<file path="config.mk">
export PLATFORM = sky130hd
export DESIGN_NAME = lcd_text_formatter
export DESIGN_NICKNAME = d
export VERILOG_FILES = /design/src/rtl/lcd_text_formatter.sv
export SDC_FILE = /design/constraint.sdc
export NUM_CORES = 1
export LEC_CHECK = 0
export CAP_MARGIN = 20
export CELL_PAD_IN_SITES_DETAIL_PLACEMENT = 0
export CELL_PAD_IN_SITES_GLOBAL_PLACEMENT = 1
export CORE_ASPECT_RATIO = 0.9
export CORE_MARGIN = 5
export CORE_UTILIZATION = 42
export CTS_BUF_LIST = sky130_fd_sc_hd__clkbuf_2 sky130_fd_sc_hd__clkbuf_4 sky130_fd_sc_hd__clkbuf_8
export CTS_CLUSTER_SIZE = 20
export DETAILED_ROUTE_END_ITERATION = 10
export MAX_ROUTING_LAYER = met4
export PLACE_DENSITY = 0.91
export SLEW_MARGIN = 0
export SYNTH_ARGS = -nofsm -noshare
export SYNTH_HDL_FRONTEND = slang
export SYNTH_SLANG_ARGS = --single-unit
</file>
<file path="constraint.sdc">
create_clock -name clk_50mhz -period 2.95 [get_ports clk_50mhz]
set_input_delay 0.59 -clock clk_50mhz [delete_from_list [all_inputs] [get_ports clk_50mhz]]
set_output_delay 0.59 -clock clk_50mhz [all_outputs]
set_load 0.01 [all_outputs]
</file>
<file path="src/rtl/lcd_text_formatter.sv">
// lcd_text_formatter
//   Upstream feeder for the 16x2 LCD controller. Owns the two 128-bit line
//   buffers that the controller scans and updates them from a single command
//   port: write one character, render a hex number as ASCII, or clear both
//   lines. Exactly one character is written per clock.
//
// Ports
//   clk_50mhz     system clock
//   rst           asynchronous active-low reset (0 = reset)
//   cmd_valid     command request
//   cmd_ready     high only while idle; command accepted on valid & ready
//   cmd_op        00 char, 01 hex, 10 clear, 11 reserved (accepted, no-op)
//   cmd_row       0 = line1, 1 = line2
//   cmd_col       start column, 0 = leftmost
//   cmd_char      ASCII byte for the char op
//   cmd_value     value rendered by the hex op
//   cmd_digits    hex digit count; 0 or >8 means 8
//   done          one-cycle pulse when a command completes
//   line1_buffer  line 1, column c at bits [127-8c -: 8]
//   line2_buffer  line 2, same mapping
module lcd_text_formatter #(
  parameter logic [7:0] CLEAR_CHAR = 8'h20
) (
  input  logic         clk_50mhz,
  input  logic         rst,
  input  logic         cmd_valid,
  output logic         cmd_ready,
  input  logic [1:0]   cmd_op,
  input  logic         cmd_row,
  input  logic [3:0]   cmd_col,
  input  logic [7:0]   cmd_char,
  input  logic [31:0]  cmd_value,
  input  logic [3:0]   cmd_digits,
  output logic         done,
  output logic [127:0] line1_buffer,
  output logic [127:0] line2_buffer
);

  typedef enum logic [1:0] {
    IDLE  = 2'd0,
    HEX   = 2'd1,
    CLEAR = 2'd2
  } state_t;

  localparam logic [1:0] OP_CHAR  = 2'b00;
  localparam logic [1:0] OP_HEX   = 2'b01;
  localparam logic [1:0] OP_CLEAR = 2'b10;

  // Nibble to uppercase ASCII hex digit.
  function automatic logic [7:0] hex_ascii(input logic [3:0] n);
    logic [7:0] c;
    if (n < 4'd10) begin
      c = 8'h30 + {4'h0, n};
    end else begin
      c = 8'h41 + ({4'h0, n} - 8'd10);
    end
    return c;
  endfunction

  // Effective digit count: 0 and anything above 8 render all 8 nibbles.
  function automatic logic [3:0] eff_digits(input logic [3:0] d);
    logic [3:0] n;
    if ((d == 4'd0) || (d > 4'd8)) begin
      n = 4'd8;
    end else begin
      n = d;
    end
    return n;
  endfunction

  state_t         state;
  state_t         state_next;
  logic           done_next;
  logic           accept;

  // Latched hex command. The value is left-aligned at acceptance so the
  // next digit to render is always the top nibble.
  logic           hex_row;
  logic [4:0]     hex_col;   // 5 bits so stepping past column 15 is seen as 16
  logic [3:0]     hex_cnt;
  logic [3:0]     hex_ndig;
  logic [31:0]    hex_shift;
  logic [4:0]     clr_idx;   // {row, col} of the next clear write
  logic [3:0]     load_ndig;

  // Single buffer write port.
  logic           wr_en;
  logic           wr_row;
  logic [3:0]     wr_col;
  logic [7:0]     wr_data;
  logic [6:0]     wr_bit;

  logic [127:0]   line1;
  logic [127:0]   line2;

  assign accept       = cmd_valid & cmd_ready;
  assign load_ndig    = eff_digits(cmd_digits);
  assign wr_bit       = 7'd127 - {wr_col, 3'b000};
  assign line1_buffer = line1;
  assign line2_buffer = line2;

  // Next-state, completion and buffer write-port selection.
  always_comb begin
    state_next = state;
    done_next  = 1'b0;
    wr_en      = 1'b0;
    wr_row     = hex_row;
    wr_col     = hex_col[3:0];
    wr_data    = CLEAR_CHAR;
    case (state)
      IDLE: begin
        if (accept) begin
          case (cmd_op)
            OP_CHAR: begin
              wr_en     = 1'b1;
              wr_row    = cmd_row;
              wr_col    = cmd_col;
              wr_data   = cmd_char;
              done_next = 1'b1;
            end
            OP_HEX:   state_next = HEX;
            OP_CLEAR: state_next = CLEAR;
            default:  done_next  = 1'b1;
          endcase
        end else begin
          state_next = IDLE;
        end
      end
      HEX: begin
        wr_en   = 1'b1;
        wr_row  = hex_row;
        wr_col  = hex_col[3:0];
        wr_data = hex_ascii(hex_shift[31:28]);
        // Finish on the last requested digit or when the next column would
        // fall off the right edge (no wrap).
        if ((hex_cnt == (hex_ndig - 4'd1)) || ((hex_col + 5'd1) == 5'd16)) begin
          state_next = IDLE;
          done_next  = 1'b1;
        end else begin
          state_next = HEX;
        end
      end
      CLEAR: begin
        wr_en   = 1'b1;
        wr_row  = clr_idx[4];
        wr_col  = clr_idx[3:0];
        wr_data = CLEAR_CHAR;
        if (clr_idx == 5'd31) begin
          state_next = IDLE;
          done_next  = 1'b1;
        end else begin
          state_next = CLEAR;
        end
      end
      default: begin
        state_next = IDLE;
      end
    endcase
  end

  // Control state, ready and done registers.
  always_ff @(posedge clk_50mhz or negedge rst) begin
    if (!rst) begin
      state     <= IDLE;
      cmd_ready <= 1'b1;
      done      <= 1'b0;
    end else begin
      state     <= state_next;
      cmd_ready <= (state_next == IDLE);
      done      <= done_next;
    end
  end

  // Hex and clear sequencing registers.
  always_ff @(posedge clk_50mhz or negedge rst) begin
    if (!rst) begin
      hex_row   <= 1'b0;
      hex_col   <= 5'd0;
      hex_cnt   <= 4'd0;
      hex_ndig  <= 4'd8;
      hex_shift <= 32'd0;
      clr_idx   <= 5'd0;
    end else begin
      if (accept && (cmd_op == OP_HEX)) begin
        hex_row   <= cmd_row;
        hex_col   <= {1'b0, cmd_col};
        hex_cnt   <= 4'd0;
        hex_ndig  <= load_ndig;
        hex_shift <= cmd_value << {(4'd8 - load_ndig), 2'b00};
      end else if (state == HEX) begin
        hex_col   <= hex_col + 5'd1;
        hex_cnt   <= hex_cnt + 4'd1;
        hex_shift <= {hex_shift[27:0], 4'h0};
      end else begin
        hex_col   <= hex_col;
      end
      if (accept) begin
        clr_idx <= 5'd0;
      end else if (state == CLEAR) begin
        clr_idx <= clr_idx + 5'd1;
      end else begin
        clr_idx <= clr_idx;
      end
    end
  end

  // Line buffers: one character per write, reset fills with CLEAR_CHAR.
  always_ff @(posedge clk_50mhz or negedge rst) begin
    if (!rst) begin
      line1 <= {16{CLEAR_CHAR}};
      line2 <= {16{CLEAR_CHAR}};
    end else if (wr_en) begin
      if (wr_row) begin
        line2[wr_bit -: 8] <= wr_data;
      end else begin
        line1[wr_bit -: 8] <= wr_data;
      end
    end else begin
      line1 <= line1;
    end
  end

endmodule

</file>
### Word-level counts from Yosys, hierarchy flattened

Index checks and enable logic that the tools add are counted.

| operators by class | value |
|---|---|
| add/subtract/negate cells | 10 |
| multipliers | 0 |
| div/mod/pow operators | 0 |
| order comparisons | 2 |
| eq/ne operators | 7 |
| shift operators | 3 |
| multiplexer cells | 34 |
| bitwise logic cells | 2 |
| reductions and logical operators | 13 |

Operators with widths:

| cell | count |
|---|---|
| $bwmux W128 | 2 |
| $shift A8 B9 Y135 const A | 1 |
| $shiftx A8 B9 Y135 | 1 |
| $mux W32 | 2 |
| $shl A32 B6 Y32 | 1 |
| $mux W8 | 3 |
| $mux W4 | 5 |
| $mux W5 | 4 |
| $pmux W8 S2 | 1 |
| $add A5 B1 Y5 const B | 2 |
| $eq A5 B5 Y1 const B | 2 |
| $mux W1 | 9 |
| $neg A7 Y9 | 1 |
| $add A7 B8 Y8 const A | 1 |
| $pmux W4 S2 | 1 |
| $add A6 B4 Y7 const A | 1 |
| $sub A7 B7 Y7 const A | 1 |
| $logic_not A2 Y1 | 3 |
| $pmux W2 S3 | 1 |
| $sub A4 B4 Y5 const B | 1 |
| $add A4 B1 Y4 const B | 1 |
| $eq A2 B1 Y1 const B | 2 |
| $eq A2 B2 Y1 const B | 2 |
| $eq A4 B4 Y1 | 1 |
| 16 further kinds | 22 |

| storage, ports and cells | value |
|---|---|
| register bits | 311 |
| latch bits | 0 |
| RAM bits | 0 |
| memory bits (read-only) | 0 |
| input port bits | 54 |
| output and inout bits | 258 |
| word-level logic and storage cells | 82 |
| memories | 0 |

### Depth between registers and ports, before layout

| depth | value |
|---|---|
| word-level depth | 8 |
| mapped depth | 12 |
| gate-level depth less buffers | 10 |

### Worst setup path after synthesis

No wires, ideal clock.

| timing | value |
|---|---|
| path type | in2reg |
| start | input port cmd_digits[3] |
| end | register hex_shift[31] |
| setup time | 137 ps |
| data arrival time | 3035 ps |
| data required time | 2813 ps |
| slack | -222 ps |
| cell stages on the path | 11 |
| buffers on the path | 4 |
| path through | clkbuf_1 nor2b_1 clkbuf_1 clkinv_1 clkbuf_1 ha_1 clkbuf_1 mux4_2 nor2b_1 a211oi_1 a21oi_1 |

| on the way | value |
|---|---|
| longest elaborated chain between the ends | 6 |
| elaborated cells on any way between the ends | 7 |
| classes of those cells | add/sub: 1; order compare: 1; shift: 1; mux: 2; reduce/logical: 2 |

Ends and longest elaborated chain:

| what | line | text |
|---|---|---|
| from (decl) | 33 | `input logic [3:0] cmd_digits,` |
| $gt A4 B4 Y1 or $logic_not A4 Y1 (tied branches) | 63 | `if ((d == 4'd0) \|\| (d > 4'd8)) begin` |
| $logic_or A1 B1 Y1 | 63 |  |
| $mux W4 (*) | 63 |  |
| $sub A4 B4 Y4 (*) | 189 | `hex_shift <= cmd_value << {(4'd8 - load_ndig), 2'b00};` |
| $shl A32 B6 Y32 (*) | 189 |  |
| $mux W32 (*) | 184 | `if (accept && (cmd_op == OP_HEX)) begin` |
| to (signal assigned) | 189 |  |
| to (signal assigned) | 193 | `hex_shift <= {hex_shift[27:0], 4'h0};` |
| to (decl) | 82 | `logic [31:0] hex_shift;` |

Every way passes the cells marked *; elsewhere a longest branch is shown, timed or not.
A chain may end at the register's enable or synchronous reset.

### Final worst setup path

| timing | value |
|---|---|
| start | input port cmd_op[0] |
| end | register line2[65] (netlist: line2_buffer[65]) |

| on the way | value |
|---|---|
| longest elaborated chain between the ends | 8 |
| elaborated cells on any way between the ends | 19 |
| classes of those cells | add/sub: 2; shift: 2; mux: 13; reduce/logical: 2 |

Ends and longest elaborated chain:

| what | line | text |
|---|---|---|
| from (decl) | 28 | `input logic [1:0] cmd_op,` |
| $logic_not A2 Y1 (*) | 113 | `case (cmd_op)` |
| $mux W4 | 113 |  |
| $mux W4 | 112 | `if (accept) begin` |
| $pmux W4 S2 | 110 | `case (state)` |
| $sub A7 B7 Y7 | 98 | `assign wr_bit = 7'd127 - {wr_col, 3'b000};` |
| $neg A7 Y9 | 214 | `line2[wr_bit -: 8] <= wr_data;` |
| $shiftx A8 B9 Y135 or $shift A8 B9 Y135 (tied branches) | 214 |  |
| $bwmux W128 | 214 |  |
| to (signal assigned) | 211 | `line2 <= {16{CLEAR_CHAR}};` |
| to (signal, indexed assignment) | 214 |  |
| to (decl) | 94 | `logic [127:0] line2;` |

Marks and branches as above.

==> impl_metrics.py <==
metrics = {
    "yosys": {
        "yosysTopAreaCellShare": 0.504,
        "ys_ff_latch": 311,
        "synth_area_leaders": "dfrtp_1, mux2_2, dfstp_2",
        "yosysWarnings": 0,
        "avgSynthCellArea_um2": 13.4,
        "synth-async-reset-ratio": 1.00,
        "syn_nets": 1100,
        "ys.flop_type": "dfrtp_1",
        "synth.yosys.seq_area_share": 0.569,
        "yosys.area.top_type": "dfrtp_1",
        "synthesis.area_um2": 13700,
        "yosysUniqueCellTypes": 55,
        "synth_cells": 1029,
        "synth_edf_count": 0,
    },
    "pwr": {
        "powerDensity_nw_per_um2": 917,
        "ir_worst_vdd_mv": 0.459,
        "leakage_nw": 8.93,
        "finalPower_mw": 17.8,
    },
    "routing": {
        "route.met2.wl_um": 19100,
        "wl_met1_um": 17700,
        "ant_nets": 0,
        "wirelength_um": 40100,
        "vias": 9955,
        "remaining_drc_errors": 0,
        "first_pass_iters": 5,
        "drt_iter0_drc": 454,
        "viasPerCell": 5.28,
        "top_layer": "met4",
        "avgRoutedWirePerCell_um": 21.2,
        "wl_met3_um": 2240,
    },
    "worst_setup_path": {
        "cp_common_cell": "buf_4",
        "slowest_delay_ns": 0.47,
        "cp.required_ns": 3.40,
        "path_class": "primary input to flip-flop",
        "worstPathArrival_ns": 3.21,
        "slowest_stage": "clkdlybuf4s50_1",
        "worstPathMaxFanout": 8,
        "cp_cell_sequence": "clkdlybuf4s50_1 > inv_1 > ha_1 > buf_4 > nand4_1 > buf_4 > nand3_1 > a311o_1 > nor2_1 > buf_4 > nand2_1 > buf_4 > mux2_2",
        "startpoint_type": "primary input",
        "worst_setup_path_end_kind": "flip-flop",
    },
    "layout": {
        "final_layout_size_suffix_gt1_frac": 0.337,
        "syn2layout_area_growth_pct": 41.2,
        "fin_area_um2": 19400,
        "fillers": 2540,
        "final_util": 0.604,
        "fin_nets": 1502,
        "num_antenna_cells": 0,
        "final_cells": 1887,
    },
    "placement": {
        "placed_cell_area_um2": 18300,
        "dp_hpwl_um": 28800,
        "post-place-ws_ns": -0.358,
        "globalplace.congestion": 0.877,
        "io_buffers": 311,
        "dp_cells": 1793,
    },
    "floorplan": {
        "fp.dieH_um": 182,
        "die_w_um": 201,
        "io_pins": 312,
        "initial_core_util": 0.428,
        "num_rows": 62,
        "die_area_um2": 36500,
        "core_um2": 32100,
    },
    "grt": {
        "grt_pass1_vias": 10496,
        "grtUsageTotal": 0.222,
        "grt_max_degree": 62,
        "grt_antenna_before_repair": 0,
        "grt_overflow": 0,
        "grt_pass1_wl_um": 62900,
    },
    "sta": {
        "holdWs_ns": 0.496,
        "fin_worst_skew_ns": 0.0343,
        "layout_min_cycle_time_ns": 2.76,
        "finalWorstSetupSlack_ns": 0.187,
        "hold_viol": 0,
        "tightest_slew_ns": 0.549,
        "fmax_ghz": 0.362,
        "maxSlewHeadroom": 0.634,
        "setup_viol": 0,
        "setup-tns-final_ns": 0,
        "fin_crit_sh": 0.937,
        "rsz0062_at_grt": "no",
        "drv_slew": 0,
    },
    "clock_tree": {
        "cts_tree": "built",
        "clkLatencyLatePin_ns": 0.58,
        "cts_root_buffer": "clkbuf_8",
        "clkSinkCount": 311,
        "clk_pin_slew_ns": 0.06,
        "clk_path_buf_depth": 3,
        "htreeDepth": 2,
        "numCtsBuffers": 50,
    },
    "outcome": {
        "status": "completed",
    },
    "run": {
        "drv_cap": 0,
    },
    "worst_hold_path": {
        "hold_path_class": "flip-flop to flip-flop",
    },
}
## cells in the final DEF (no fill, tap or decap), drive strengths merged, types with 7 or more instances in the layout
master         synthesis  layout
clkdlybuf4s50          0     310
nand2                 69      69
a211oi                13      13
a22o                  11      11
clkinv                 1       8
inv                   15      17
xor2                  16      16
o21ai                 29      29
mux4                   8       8
mux2i                 54      54
a21oi                 25      25
buf                   12     100
dfrtp                277     277
dfstp                 34      34
clkbuf                49      79
nand3                 14      14
nor3                  14      14
ha                    17      17
and3                  10      10
nor2                  39      39
and2                   7       7
mux2                 256     256
## final cells by class
type	instances	area (um2)	share of cell area
Clock buffer	79	981	0.0505
Clock inverter	13	139	0.00715
Inverter	16	61.3	0.00316
Multi-Input combinational cell	641	5650	0.291
Sequential cell	311	7830	0.403
Tap cell	416	520	0.0268
Timing Repair Buffer	411	4230	0.218
## cell usage after synthesis, types with 2 or more instances
library cell / n
dfrtp_1: 277
mux2_2: 236
nand2_1: 68
mux2i_1: 54
clkbuf_1: 49
nor2_1: 36
dfstp_2: 34
o21ai_0: 28
a21oi_1: 25
mux2_1: 20
ha_1: 17
xor2_1: 16
inv_1: 15
a211oi_1: 13
nand3_1: 13
a22o_1: 11
and3_1: 10
nor3_1: 9
mux4_2: 8
buf_2: 7
a22oi_1: 6
and2_1: 6
o211ai_1: 6
xnor2_1: 6
nand4_1: 5
nor3_4: 5
o22ai_1: 5
buf_1: 4
nand2b_1: 4
o221ai_1: 4
nor2_2: 3
nor2b_1: 3
nand3b_1: 2
o211a_1: 2
or3_1: 2
## metal layers
metal,track usage,up-vias
li1,-,4507
met1,0.291,5037
met2,0.358,344
met3,0.0453,67
met4,0.0589,0
met5,-,-
## critical path, delay by kind of cell
kind | cells | cell delay, ns
AOI/OAI and AO/OA | 1 | 0.44
adders and majority gates | 1 | 0.23
buffers and inverters | 6 | 1.17
muxes | 1 | 0.29
and+or+nand+nor | 4 | 0.48
## path summary, 6_finish.rpt
| path | slack [ns] | start | to | depth (start not counted) |
|---|---|---|---|---|
| min in group asynchronous | 0.56 | rst | line2_buffer[25] | 2 |
| min reg2reg | 0.50 | line2_buffer[111] | line2_buffer[111] | 1 |
| max reg2reg | 0.19 | state[1] | line2_buffer[65] | 10 |
| min | 0.50 | line2_buffer[111] | line2_buffer[111] | 1 |
| max in group asynchronous | 1.53 | rst | line1_buffer[53] | 3 |
| max | 0.19 | cmd_op[0] | line2_buffer[65] | 13 |
## registers in the layout, summed over array words and instances, names as in the netlist
signal / cells
clr_idx: 5
state: 2
hex_shift: 32
done: 1
line1_buffer: 128
line2_buffer: 128
hex_ndig: 4
hex_cnt: 4
hex_row: 1
cmd_ready: 1
hex_col: 5
## power breakdown
| part | internal [mW] | leakage [nW] | total (mW) | switching (mW) |
|---|---|---|---|---|
| combinational | 3.82 | 4.19 | 7.21 | 3.38 |
| clock | 2.31 | 0.592 | 4.02 | 1.72 |
| sequential | 5.71 | 4.14 | 6.57 | 0.864 |
| total | 11.8 | 8.93 | 17.8 | 5.96 |
## timing repair
action,CTS,global route
setup buffers,0,1
hold buffers,1,0
endpoints found under the setup margin,0,195
endpoints found under the hold margin,48,0
resized for setup,0,5
## cells by family (layout without fill, tap and decap cells)
group | count (synthesis) | after routing | synth area share
buffers and inverters | 77 | 519 | 0.0219
XOR/XNOR | 22 | 22 | 0.0140
AND/OR/NAND/NOR | 173 | 173 | 0.0623
adder cells (fa/ha/maj) | 17 | 17 | 0.0155
AO/OA/AOI/OAI | 111 | 111 | 0.0550
multiplexers | 318 | 318 | 0.262
flip-flops | 311 | 311 | 0.569
No activity file was read; power rests on OpenSTA's default activity.
